[src/rtl/als_display_pkg.sv]
// Shared constants and types for the ALS display path: BCD digit width,
// double-dabble adjust constants and the converter state encoding.
package als_display_pkg;

    localparam int DIGIT_W = 4;

    localparam logic [DIGIT_W-1:0] BCD_ADJ_THRESH = 4'd5;
    localparam logic [DIGIT_W-1:0] BCD_ADJ_ADD    = 4'd3;

    typedef enum logic [1:0] {
        IDLE  = 2'd0,
        SHIFT = 2'd1,
        DONE  = 2'd2
    } bcd_state_t;

endpackage

[src/rtl/bcd_digit_adj.sv]
// Combinational double-dabble digit correction: a digit of 5 or more gets +3
// so that the following left shift carries correctly into the next decade.
module bcd_digit_adj
    import als_display_pkg::*;
(
    input  logic [DIGIT_W-1:0] digit_in,
    output logic [DIGIT_W-1:0] digit_out
);

    assign digit_out = (digit_in >= BCD_ADJ_THRESH) ? digit_in + BCD_ADJ_ADD : digit_in;

endmodule

[src/rtl/bin_to_bcd_serial.sv]
// Serial double-dabble binary-to-BCD converter, one adjust+shift step per clock.
// Optional leading-zero blanking mask is built when ALS_LZ_BLANK_EN is defined.
module bin_to_bcd_serial
    import als_display_pkg::*;
#(
    parameter int BIN_W  = 16,
    parameter int DIGITS = 5
) (
    input  logic                      clk,
    input  logic                      rst_n,
    input  logic                      start,
    input  logic [BIN_W-1:0]          bin_in,
    output logic                      busy,
    output logic                      done,
    output logic [DIGITS*DIGIT_W-1:0] bcd_out,
    output logic                      overflow,
    output logic [DIGITS-1:0]         blank_mask
);

    localparam int BCD_W = DIGITS * DIGIT_W;
    localparam int CNT_W = $clog2(BIN_W + 1);

    bcd_state_t         state_q, state_d;
    logic [CNT_W-1:0]   cnt_q, cnt_d;
    logic [BIN_W-1:0]   bin_q, bin_d;
    logic [BCD_W-1:0]   scratch_q, scratch_d;
    logic               sticky_q, sticky_d;
    logic               busy_q, busy_d;
    logic               done_q, done_d;
    logic [BCD_W-1:0]   bcd_q, bcd_d;
    logic               ovf_q, ovf_d;

    logic [BCD_W-1:0]   scratch_adj;
    logic [BCD_W-1:0]   shift_scratch;
    logic               shift_ovf;

    for (genvar g = 0; g < DIGITS; g++) begin : g_adj
        bcd_digit_adj u_adj (
            .digit_in  (scratch_q[g*DIGIT_W +: DIGIT_W]),
            .digit_out (scratch_adj[g*DIGIT_W +: DIGIT_W])
        );
    end

    // The bit leaving the top digit on this shift is lost precision: fold it into the sticky.
    assign shift_scratch = {scratch_adj[BCD_W-2:0], bin_q[BIN_W-1]};
    assign shift_ovf     = sticky_q | scratch_adj[BCD_W-1];

`ifdef ALS_LZ_BLANK_EN
    logic [DIGITS-1:0] mask_q, mask_d;
    logic [DIGITS-1:0] mask_calc;
    logic              higher_zero;

    always_comb begin
        mask_calc   = '0;
        higher_zero = 1'b1;
        for (int k = DIGITS - 1; k >= 1; k--) begin
            higher_zero  = higher_zero & (shift_scratch[k*DIGIT_W +: DIGIT_W] == '0);
            mask_calc[k] = higher_zero;
        end
        if (shift_ovf) begin
            mask_calc    = '1;
            mask_calc[0] = 1'b0;
        end
    end
`endif

    always_comb begin
        state_d   = state_q;
        cnt_d     = cnt_q;
        bin_d     = bin_q;
        scratch_d = scratch_q;
        sticky_d  = sticky_q;
        busy_d    = busy_q;
        done_d    = 1'b0;
        bcd_d     = bcd_q;
        ovf_d     = ovf_q;
`ifdef ALS_LZ_BLANK_EN
        mask_d    = mask_q;
`endif
        case (state_q)
            IDLE: begin
                if (start) begin
                    state_d   = SHIFT;
                    bin_d     = bin_in;
                    scratch_d = '0;
                    sticky_d  = 1'b0;
                    cnt_d     = CNT_W'(BIN_W);
                    busy_d    = 1'b1;
                end
            end
            SHIFT: begin
                scratch_d = shift_scratch;
                bin_d     = {bin_q[BIN_W-2:0], 1'b0};
                sticky_d  = shift_ovf;
                cnt_d     = cnt_q - 1'b1;
                // Results are registered on the last shift so they are valid alongside done.
                if (cnt_q == CNT_W'(1)) begin
                    state_d = DONE;
                    busy_d  = 1'b0;
                    done_d  = 1'b1;
                    ovf_d   = shift_ovf;
                    bcd_d   = shift_ovf ? '0 : shift_scratch;
`ifdef ALS_LZ_BLANK_EN
                    mask_d  = mask_calc;
`endif
                end
            end
            DONE: begin
                state_d = IDLE;
            end
            default: begin
                state_d = IDLE;
                busy_d  = 1'b0;
            end
        endcase
    end

    always_ff @(posedge clk or negedge rst_n) begin
        if (!rst_n) begin
            state_q   <= IDLE;
            cnt_q     <= '0;
            bin_q     <= '0;
            scratch_q <= '0;
            sticky_q  <= 1'b0;
            busy_q    <= 1'b0;
            done_q    <= 1'b0;
            bcd_q     <= '0;
            ovf_q     <= 1'b0;
`ifdef ALS_LZ_BLANK_EN
            mask_q    <= '0;
`endif
        end else begin
            state_q   <= state_d;
            cnt_q     <= cnt_d;
            bin_q     <= bin_d;
            scratch_q <= scratch_d;
            sticky_q  <= sticky_d;
            busy_q    <= busy_d;
            done_q    <= done_d;
            bcd_q     <= bcd_d;
            ovf_q     <= ovf_d;
`ifdef ALS_LZ_BLANK_EN
            mask_q    <= mask_d;
`endif
        end
    end

    assign busy     = busy_q;
    assign done     = done_q;
    assign bcd_out  = bcd_q;
    assign overflow = ovf_q;
`ifdef ALS_LZ_BLANK_EN
    assign blank_mask = mask_q;
`else
    assign blank_mask = '0;
`endif

endmodule

[config.mk]
export PLATFORM = sky130hd
export DESIGN_NAME = bin_to_bcd_serial
export DESIGN_NICKNAME = d
export VERILOG_FILES = /design/src/rtl/als_display_pkg.sv /design/src/rtl/bcd_digit_adj.sv /design/src/rtl/bin_to_bcd_serial.sv
export SDC_FILE = /design/constraint.sdc
export NUM_CORES = 1
export LEC_CHECK = 0
export ABC_AREA = 1
export CAP_MARGIN = 20
export CORE_MARGIN = 2
export CORE_UTILIZATION = 30
export DETAILED_ROUTE_END_ITERATION = 16
export GPL_TIMING_DRIVEN = 0
export HOLD_SLACK_MARGIN = 0.02
export SLEW_MARGIN = 20
export SYNTH_ARGS = -nofsm -noshare
export SYNTH_HDL_FRONTEND = slang
export SYNTH_SLANG_ARGS = --single-unit
[constraint.sdc]
create_clock -name clk -period 1.6 [get_ports clk]
set_input_delay 0.16 -clock clk [delete_from_list [all_inputs] [get_ports clk]]
set_output_delay 0.16 -clock clk [all_outputs]
set_load 0.05 [all_outputs]
# After elaboration in Yosys (flattened, before gate mapping)
# Index checks and enable logic that the tools add are counted.
[totals]
ff_bits = 67
inputBits = 19
output_inout_bits = 28
[op_classes]
addsub = 6
n_lt_le_gt_ge = 5
eq_ne = 5
mux = 22
bitwise = 2
reduce_logical = 6
[ops]
columns = ["op", "count"]
rows = [
  ["20-bit 2-to-1 mux", 2],
  ["20-bit case mux with 2 select lines", 1],
  ["16-bit case mux with 2 select lines", 1],
  ["4-bit by 2-bit adder with 4-bit output, second input constant", 5],
  ["4-bit by 3-bit greater-or-equal comparator with 1-bit output, second input constant", 5],
  ["4-bit 2-to-1 mux", 5],
  ["16-bit 2-to-1 mux", 1],
  ["5-bit case mux with 2 select lines", 1],
  ["2-bit AND reduction", 3],
  ["5-bit by 1-bit equality test with 1-bit output, second input constant", 1],
  ["1-bit 2-to-1 mux", 5],
  ["5-bit 2-to-1 mux", 1],
  ["5-bit by 1-bit subtractor with 5-bit output, second input constant", 1],
  ["2-bit 2-to-1 mux", 2],
  ["2-bit != test, second input constant", 2],
  ["2-bit case mux with 2 select lines", 1],
  ["1-bit case mux with 3 select lines", 1],
  ["3-bit AND reduction", 1],
  ["2-bit by 1-bit equality test with 1-bit output, second input constant", 1],
  ["2-bit equality test, second input constant", 1],
  ["2-bit logical NOT", 1],
  ["1-bit case mux with 2 select lines", 1],
  ["2-bit nonzero test", 1],
  ["1-bit NOT", 1],
  ["1-bit bitwise OR", 1],
]

# Depth between registers and ports, before layout
[depth]
ltp_word = 4
mapped_depth = 11
ltp_nobuf = 10

# Hierarchy
# A second synthesis with hierarchy kept.
[hier_totals]
cells_unflattened = 458
hier_area_um2 = 3590.9
[modules_own_cells]
columns = ["mod", "n_inst", "cells_each", "area_per_inst_um2", "seq_area_each_um2"]
rows = [
  ["bin_to_bcd_serial", 1, 343, 2915.3, 1676.6],
  ["bcd_digit_adj", 5, 23, 135.1, 0.0],
]

# Worst setup path after synthesis
# No wires, ideal clock.
[synth_timing]
path_type = "reg2reg"
from = "register scratch_q[16]"
to = "register bcd_q[10], in the netlist bcd_out[10]"
arrival_ns = 1.433
t_required_ns = 1.534
path_slack_ns = 0.101
stages_incl_launch_ff = 12
n_path_buf = 1
synth_period_minus_slack_ns = 1.499
path_cell_list = "dfrtp_1 -> inv_1 -> ha_1 -> inv_1 -> nand2_1 -> nand2_1 -> nand2_1 -> nor2_1 -> nor2_2 -> buf_2 -> nand2_1 -> nand2_1"
[synth_between]
elab_chain_cells = 4
[synth_lines]
columns = ["element", "line_no", "rtl"]
rows = [
  ["start: declaration", "bin_to_bcd_serial.sv:26", "logic [BCD_W-1:0] scratch_q, scratch_d;"],
  ["start signal: assignment", "bin_to_bcd_serial.sv:136", "scratch_q <= scratch_d;"],
  ["4-bit by 2-bit adder with 4-bit output or 4-bit by 3-bit greater-or-equal comparator with 1-bit output (tied branches)", "bcd_digit_adj.sv:10", "assign digit_out = (digit_in >= BCD_ADJ_THRESH) ? digit_in + BCD_ADJ_ADD : digit_in;"],
  ["4-bit 2-to-1 mux *", "bcd_digit_adj.sv:10", ""],
  ["1-bit bitwise OR *", "bin_to_bcd_serial.sv:46", "assign shift_ovf = sticky_q | scratch_adj[BCD_W-1];"],
  ["20-bit 2-to-1 mux *", "bin_to_bcd_serial.sv:102", "bcd_d = shift_ovf ? '0 : shift_scratch;"],
  ["end signal: assignment", "bin_to_bcd_serial.sv:127", "bcd_q <= '0;"],
  ["end signal: assignment", "bin_to_bcd_serial.sv:140", "bcd_q <= bcd_d;"],
  ["end: declaration", "bin_to_bcd_serial.sv:30", "logic [BCD_W-1:0] bcd_q, bcd_d;"],
]
# Every way passes the cells marked *; elsewhere a longest branch is shown, timed or not.
# A chain may end at the register's enable or synchronous reset.

# Final worst setup path
[layout_timing]
from = "register scratch_q[16]"
to = "register bcd_q[9], in the netlist bcd_out[9]"
# Same word-level chain as after synthesis.

==> results.md <==
- The run finished with clean final reports.
- In this run, the combinational gates consume 53.7% of the power.
- For this block, the routed nets add up to 8129 um of wire.
- The delay of the slowest cell on the worst path is 0.40 ns.
- Dividing the final minimum period by the clock period gives 94.65%.
- The worst register-to-register path has a setup slack of 0.09 ns.
- The total via count in the routed design is 2923.
- Walking the worst path, the cells encountered are buf_4, ha_2, nand2_2, nand2_2, nand2_2, nor2_2, nor2_4, buf_6, nand2_1, nand2_1.
- The CTS root buffer is sky130_fd_sc_hd__clkbuf_8.
- The leakage power summed over all cells is ~2.2 nW.
- The library cells used most frequently in the layout, excluding fill and tap cells, are sky130_fd_sc_hd__nand2_1 (129), sky130_fd_sc_hd__dfrtp_1 (67), sky130_fd_sc_hd__inv_1 (35), sky130_fd_sc_hd__nand3_1 (26), sky130_fd_sc_hd__nor2_1 (25).
- The endpoint identified for the worst register-to-register timing path is bcd_out[9].
- The reg-to-reg startpoint is scratch_q[16].
- The worst hold margin is between 0.2 and 0.25 ns.
- Detailed placement finished with a half-perimeter wire length of 5528 um.
- The switching share of power is 47.06%.
- The CTS clock-pin slew for the worst setup and hold paths is about 0.07 ns.
- The total number of yosys warnings is 0.
- Dividing the detail-routed wire length by the instance count gives 13.09 um.
- The area growth from synthesis to final layout is 29.09%.
- Clock latency on the worst-skew pair, taken at its later pin, is 0.34 ns.
- Pin placement for this block handled 47 I/O pins.
- The maximum fanout encountered on the critical timing path is 5.
- Dividing the detail-routed via count by the number of cells gives between 4 and 5.
- The area of the core is 10790 um2.
- The post-route netlist has between 10% and 20% of its cells at a drive strength greater than 1.
- The register bit count reported by yosys is 67.
- The tree built by TritonCTS fans out to 67 sinks.
- The global placer's final weighted congestion is 0.8080.
- The pre-antenna-repair detailed-routing pass consisted of 5 iterations.
- The area of all placed cells without fillers is 4264 um2.
- The number of cells on the worst reg-to-reg path is 10.
- After detailed routing, the number of remaining DRC violations is 0.
- The wire length of the first global-routing pass is ~13000 um.
- The data arrival time at the worst-slack endpoint is 1.79 ns.
- The maximum number of pins on one net before global-route repair is 57.
- STA classifies the critical path startpoint as a flop.
- The achievable clock frequency is ~660 MHz.
- The floorplan die height is ~110 um.
- On the critical path the largest part of the delay comes from simple AND/OR/NAND/NOR gates.
- The H-tree depth reported by CTS is 3.
- The cell area reported after detailed placement is about 3900 um2.
- Setup repair after global routing could not meet its margin everywhere.
- The total global routing overflow is 0.
- For the final database, setup skew stands at 0.01163 ns.
- The count of final hold-check violations is 0.
- The CTS tree is built.
- The count of pins over their slew limit is 0.
- The number of buffers on the longest clock path is 2.
- The total power density per cell area is 2056 nW/um2.
- Across every metal layer, demand over resource in global routing totals 14.45%.
- By instance count, the cell type seen most on the critical path is sky130_fd_sc_hd__nand2_2.
- The number of antenna violations at the first check in global routing was 0.
- For this design, the slowest cell found on the critical path is sky130_fd_sc_hd__dfrtp_1.
- For this design the total switching power over the nets is 4.126 mW.
- The width of the chip is roughly 110 um.
- Synthesis produced a netlist whose cell count is between 400 and 500.
- The final critical delay including setup and external delays is 1.514 ns.
- The worst setup path is captured at a flop.
- The remaining max-slew budget at the tightest pin is 61.78%.
- VDD sags by at most between 0.9 and 1 mV.
- A synthesized cell averages 8.136 um2.
- Together, buffers and inverters on the worst path number 2.
- The largest total area in the synthesized netlist belongs to sky130_fd_sc_hd__dfrtp_1.
- The total inserted antenna cells is 0.
- The worst setup path category is flop to flop.
- The floorplan has 38 rows.
- The number of global-route vias before repair is 2783.
- Once detail routing completed, the nets flagged for antenna violations numbered 0.
- The count of max-cap constraint violations is 0.
- Sorting the synthesized cells by area gives the leading types as sky130_fd_sc_hd__dfrtp_1 (51%), sky130_fd_sc_hd__nand2_1 (15%), sky130_fd_sc_hd__ha_1 (4.5%), sky130_fd_sc_hd__nand3_1 (4.4%), sky130_fd_sc_hd__inv_1 (4.3%).
- In this run the number of cells on the critical path is 10.
- The internal power is about 4.6 mW.
- For this configuration, the core starts out at a cell density of 30.61%.
- The die footprint is 11870 um2.
- The most critical setup path has its endpoint at bcd_out[9].
- Input and output buffers added on the ports amount to 41.
- The cell area that synthesis handed to floorplanning was between 3000 and 4000 um2.
- The worst hold path class is input pin to asynchronous set/reset pin.
- The transition time at the pin with the least slew margin is ~0.57 ns.
- The origin of the worst setup path is scratch_q[16].
- The data required time of the critical path is 1.88 ns.
- The sequential power share is 32.3%.
- The total power of the final layout is 8.768 mW.
- The clock network accounts for 14.0% of the total power.
- In this run the biggest area consumer among cell types represents approximately half of the synthesized area.
- The net total in the final layout is 509.
- The most common cell after layout, fill and taps aside is sky130_fd_sc_hd__nand2_1.
- The count of distinct cell types in the synthesized netlist is 25.
- The total of endpoints with negative setup slack in the final report is 0.
- The DRC marker count from the first detailed-route iteration is approximately 110.
- The sequential share of the synthesized area is about 51%.
- Buffers inserted during clock tree synthesis total 9.
## worst min path at each step
| stage | start | end | depth (start not counted) |
|---|---|---|---|
| after floorplan | rst_n | bcd_out[0] | 0 |
| after global placement | bcd_out[12] | bcd_out[12] | 2 |
| after detailed placement | rst_n | bin_q[6] | 1 |
| after CTS | rst_n | bin_q[6] | 2 |
| after global routing | rst_n | bin_q[6] | 2 |
| final | rst_n | bin_q[6] | 2 |
## state kept, by name, indices dropped and copies added, names as in the netlist
register   flops
done           1
busy           1
state_q        2
overflow       1
bcd_out       20
bin_q         16
cnt_q          5
scratch_q     20
sticky_q       1
## through the flow
step                      cells  utilization (%)  setup slack, ns  TNS [ns]
after floorplan             410                -           0.1011         0
after global placement      591            36.17           -1.983   -136.71
after detailed placement    592            36.40          -0.2273    -5.258
after CTS                   610            38.12          0.02954         0
after global routing        621            39.51         -0.01288  -0.03052
final                       621            39.51          0.08558         0
## synth_stat cells, drive strengths merged
cell type	number
buf	15
nand2	136
nor3	1
o22ai	13
inv	42
o21ai	29
a21oi	4
nand3	29
a22oi	7
clkbuf	4
nand4	10
dfrtp	67
ha	12
conb	1
a21boi	1
mux2i	1
nor2	31
o211ai	3
## worst reg2reg max path, stage by stage (launching register included)
cell                      delay (ns)
sky130_fd_sc_hd__dfrtp_1        0.40
sky130_fd_sc_hd__buf_4          0.15
sky130_fd_sc_hd__ha_2           0.18
sky130_fd_sc_hd__nand2_2        0.09
sky130_fd_sc_hd__nand2_2        0.07
sky130_fd_sc_hd__nand2_2        0.06
sky130_fd_sc_hd__nor2_2         0.05
sky130_fd_sc_hd__nor2_4         0.17
sky130_fd_sc_hd__buf_6          0.15
sky130_fd_sc_hd__nand2_1        0.06
sky130_fd_sc_hd__nand2_1        0.06
## logic make-up (layout without fill, tap and decap cells)
family / Yosys count / in the layout / synth area share, %
buffers and inverters: 61 / 132 / 8.295
flip-flops: 67 / 67 / 50.76
AO/OA/AOI/OAI: 57 / 57 / 9.962
other: 1 / 5 / 0.1135
AND/OR/NAND/NOR: 207 / 207 / 26.02
adder cells (fa/ha/maj): 12 / 12 / 4.545
multiplexers: 1 / 1 / 0.3030
## final cells by class
class,count,area [um2]
Buffer,19,130.1
Multi-Input combinational cell,282,1421
Tap cell,140,175.2
Inverter,42,157.7
Clock inverter,3,15.01
Sequential cell,67,1677
Timing Repair Buffer,57,536.8
Clock buffer,11,151.4
Fill cell,1075,6529
## power groups by stage
stage / registers (mW) / logic (mW) / clock network [mW]
2_1_floorplan: 3.46 / 2.44 / 0
3_3_place_gp: 2.84 / 4.20 / 0
3_5_place_dp: 2.86 / 4.33 / 0
4_1_cts: 2.82 / 4.31 / 1.27
5_1_grt: 2.92 / 5.24 / 1.34
6_report: 2.83 / 4.71 / 1.23
## what timing repair did
item	in CTS	in global routing
resized for setup	29	25
hold buffers	1	0
pin swaps	1	9
cloned	0	1
buffers inserted	3	10
endpoints found under the hold margin	67	0
setup endpoints to repair	45	56
## layer usage
layer,track usage (%),wire (um)
met1,19.29,3827
met2,23.03,3698
met3,3.228,488
met4,5.128,114
met5,0,0
(Power assumes the default switching activity.)
==> RTL edit 1: new RTL, same flow settings <==
Set the parameter `BIN_W` to 8 (it was 16).
--- a/src/rtl/bin_to_bcd_serial.sv
+++ b/src/rtl/bin_to_bcd_serial.sv
@@ -3,7 +3,7 @@
 module bin_to_bcd_serial
     import als_display_pkg::*;
 #(
-    parameter int BIN_W  = 16,
+    parameter int BIN_W  = 8,
     parameter int DIGITS = 5
 ) (
     input  logic                      clk,
Interface: changed (resized bin_in); port bits go from 47 to 39. The function was not compared with the original's and may differ.
==> RTL edit 1 against the original RTL <==
Clock power up 21%; design area down 12%; setup slack better by 8.2 ps; sequential power down 14%; synthesized area down 8.9%; sequential cell count down 9; wire length down 19%; utilization down 1.1 points; total power down 7.5%; largest power group unchanged; highest routed layer unchanged.
==> RTL edit 1: results (changes against the original RTL) <==
* Fmax at 664 MHz (+0.55%)
* Via count at 2,483 (-15%)
* RR Startpoint: scratch_q[16]$_DFFE_PN0P_
* Initial antenna violation count at 0 (unchanged)
* Slew @ Worst Pin at 513 ps (-60.2 ps)
* Final nets at 426 (-16%)
* Sequential area share after synthesis at 48.2% (-2.5 points)
* Fill count at 1,052 (-2.1%)
* Vias in the first global route at 2,429 (-13%)
* Wirelength, routed at 6.61 mm (-19%)
* Clk_skew at 5.34 ps (-6.30 ps)
* Via density at 4.59 (-2.5%)
* Status: finished, final reports clean
* Initial DRC Count at 66 (-42%)
* Lkg Pwr at 1.88 nW (-16%)
* Gr usage total at 13.4% (-1.0 points)
* Compound-Gate Fraction of Synth Area at 13.1% (+3.1 points)
* CP Launch Type: register
* Post-synthesis xor/xnor area fraction at 0% (unchanged)
* Placer Congestion at 0.838 (+3.7%)
* Avg Inst Size Synth at 8.57 um2 (+5.4%)
* Synth top area cells: dfrtp_1 (48%), nand2_1 (11%), nand3_1 (6.2%), ha_1 (5.0%), inv_1 (4.9%)
* Mux contribution to synthesized area at 0% (-0.30 points)
* Root buf cell: clkbuf_8
* Worst slack at placement at 23.5 ps (+251 ps)
* Peak supply drop at 0.000630 V (-30%)
* # diodes at 0 (unchanged)
* Ys Warns at 0 (unchanged)
* Max FO, Critical Path at 10 (+5)
* Layout cell share with drive strength beyond 1 at 15.4% (+0.68 points)
* Pint at 4.27 mW (-7.9%)
* Path depth of the worst reg2reg path at 9 (-1)
* H-tree levels at 3 (unchanged)
* Largest net degree at the start of global routing at 34 (-40%)
* Worst skew pair latency at between 300 and 400 ps
* Adder-Cell Fraction of Synth Area at 4.99% (+0.44 points)
* Max clock buf depth at 2 (unchanged)
* Placed Instance Area at 3540 um2 (-9.9%)
* Worst EP arrival at 1740 ps (-50 ps)
* TritonCTS Buffers at 9 (unchanged)
* Clock transition at path regs at 70 ps (about the same)
* First-pass GRT wire length at 11.6 mm (-12%)
* Placed cells at 522 (-12%)
* Worst hold path type: in -> async
* Router iterations before antenna repair at 5 (unchanged)
* Post-DP HPWL at 4.79 mm (-13%)
* WHS at 265 ps (+57.2 ps)
* Commonest cells post-synth: nand2_1 (85), dfrtp_1 (58), inv_1 (39), nand3_1 (37), o21ai_0 (29)
* Max-slew violations at 0 (unchanged)
* Asr flop ratio synth at 100% (unchanged)
* Count of cell types in the netlist at 30 (+20%)
* Port buffer count at 33 (-20%)
* Worst reg2reg setup slack at ~94 ps
* Setup crit end: bcd_out[1]$_DFFE_PN0P_
## RTL edit 1: cell count changes after synthesis, sizes merged, moves of 2 or more
| cell | unedited run | this run |
|---|---|---|
| a21boi | 1 | 4 |
| a22oi | 7 | 1 |
| clkbuf | 4 | 2 |
| dfrtp | 67 | 58 |
| nand2 | 136 | 92 |
| nand3 | 29 | 38 |
| nor2 | 31 | 18 |
| o211ai | 3 | 1 |
| o21ai | 29 | 47 |
| o221ai | 0 | 4 |
| o22ai | 13 | 2 |
## RTL edit 1: critical path, cell delays in order, from the launching register on
cell	delay, ps
dfrtp_1	370
inv_1	80
ha_1	200
inv_1	80
nand2_2	80
nand2_1	100
nand3_2	100
nand2_4	140
buf_6	190
o21ai_2	60
## RTL edit 1: power by group through the flow
stage	Combinational, mW	Sequential, mW	Clock (mW)
after floorplan	2.44	3.16	0
after global placement	4.22	2.47	0
after detailed placement	4.32	2.48	0
after CTS	4.19	2.45	1.53
after global routing	4.67	2.53	1.60
final	4.18	2.44	1.49
## RTL edit 1: layer usage
layer	global-route usage (%)	share of wire [%]	vias up
met2	21.4	47	54
met3	3.95	5.1	10
met5	0	0	-
met1	17.1	46	1174
met4	5.12	1.6	0
li1	-	-	1245
## RTL edit 1: cell type report
type                            count  area, um2  area share (%)
Sequential cell                    58       1450            38.7
Multi-Input combinational cell    238       1270            33.9
Timing Repair Buffer               37        344            9.17
Tap cell                          133        166            4.43
Inverter                           42        161            4.30
Buffer                             17        139            3.70
Clock buffer                        9        124            3.30
Clock inverter                      7       93.8            2.50
## RTL edit 1: what timing repair did
action,in CTS,in global routing
resized for setup,23,1
endpoints found under the hold margin,25,0
pin swaps,0,1
setup buffers,0,2
setup endpoints to repair,23,15
hold buffers,1,0
==> RTL edit 2: new RTL, same settings <==
Made on the original files. The 3 states of `bcd_state_t` get a one-hot encoding in 3 bits.
--- a/src/rtl/als_display_pkg.sv
+++ b/src/rtl/als_display_pkg.sv
@@ -7,10 +7,10 @@
     localparam logic [DIGIT_W-1:0] BCD_ADJ_THRESH = 4'd5;
     localparam logic [DIGIT_W-1:0] BCD_ADJ_ADD    = 4'd3;
 
-    typedef enum logic [1:0] {
-        IDLE  = 2'd0,
-        SHIFT = 2'd1,
-        DONE  = 2'd2
+    typedef enum logic [2:0] {
+        IDLE  = 3'b001,
+        SHIFT = 3'b010,
+        DONE  = 3'b100
     } bcd_state_t;
 
 endpackage
Function: same outputs for any inputs over 10 cycles, from zero or initial values and one cycle with rst_n low; not proved beyond that.
==> RTL edit 2 against the original RTL <==
Utilization barely moved; largest cell class unchanged; design area rose by 0.97%; clock skew fell by 3.3 ps; global-route usage rose by 0.096 points; synthesized cell count did not move; wire length rose by 0.95%; setup slack got worse by 12 ps; synthesized area rose by 1.6%; final cell count fell by 0.16%; sequential cell count rose by 1.
Power is not compared: it rests on default switching activity, and its combinational part moved more than twofold at a synthesized area within 25%.
==> RTL edit 2: results (changes against the original RTL) <==
* Placer Congestion at 0.879 (+8.8%)
* Path depth of the worst reg2reg path at 11 (+1)
* WL met1 at 3.70 mm (-3.4%)
* Clock-cell share of area at 3.63% (-0.27 points)
* Gr usage total at 14.5% (+0.096 points)
* Multi-In Gates at 284 (+0.71%)
* Post-DR wirelength/cell at 13.2 um (+1.1%)
* Avg Inst Size Synth at 8.27 um2 (+1.6%)
* Placed Instance Area at 3980 um2 (+1.4%)
* Layout cell share with drive strength beyond 1 at 13.8% (-1.0 points)
* Status: finished, final reports clean
* Via count at 2,964 (+1.4%)
* WL met3 at 482 um (-1.2%)
* Synth top area cells: dfrtp_1 (50%), nand2_1 (12%), nor2_1 (6.1%), o22ai_1 (5.0%), ha_1 (4.5%)
* Commonest cells post-synth: nand2_1 (111), dfrtp_1 (67), nor2_1 (55), inv_1 (36), o22ai_1 (27)
* Largest net degree at the start of global routing at 48 (-16%)
* Compound-Gate Fraction of Synth Area at 10.5% (+0.51 points)
* Max FO, Critical Path at 6 (+1)
* Buffer share of cell area at 15.8% (+0.11 points)
* Router iterations before antenna repair at 4 (-1)
* GR Layer Usage met2 at 23.9% (+0.86 points)
* Seq cells at 68 (+1.5%)
* Count of cell types in the netlist at 26 (+4.0%)
* Post_cts resized at 24 (-17%)
* Seq/total area at 39.6% (+0.23 points)
* Signal inverters at 38 (-9.5%)
* Sequential area share after synthesis at 50.7% (about the same)
* Via density at 4.78 (+1.6%)
* First-pass GRT wire length at 13.6 mm (+2.5%)
* Final nets at 508 (-0.20%)
* Adder-Cell Fraction of Synth Area at 4.47% (-0.073 points)
* # Post-CTS Setup Buffers at 5 (+2)
* Mux contribution to synthesized area at 0% (-0.30 points)
* GRT met1 Usage at 18.5% (-0.75 points)
* Util after Layout at 39.5% (about the same)
* Initial DRC Count at 179 (+57%)
## RTL edit 2: per-stage QoR
stage | power (mW) | setup WS (ps)
CTS | 5.52 | 8.48
detailed placement | 4.31 | -84.4
floorplan | 3.71 | 143
global placement | 4.24 | -2020
finish | 5.51 | 73.1
global route | 5.94 | -19.9
## RTL edit 2: final timing paths
path	start	end	slack, ps
max	scratch_q[17]$_DFFE_PN0P_	bcd_out[10]$_DFFE_PN0P_	70
min	rst_n	bin_q[8]$_DFFE_PN0P_	250
max reg2reg	scratch_q[17]$_DFFE_PN0P_	bcd_out[10]$_DFFE_PN0P_	70
min reg2reg	bcd_out[2]$_DFFE_PN0P_	bcd_out[2]$_DFFE_PN0P_	470
max in group asynchronous	rst_n	state_q[0]$_DFFE_PN1P_	760
min in group clk	bin_in[0]	bin_q[0]$_DFFE_PN0P_	400
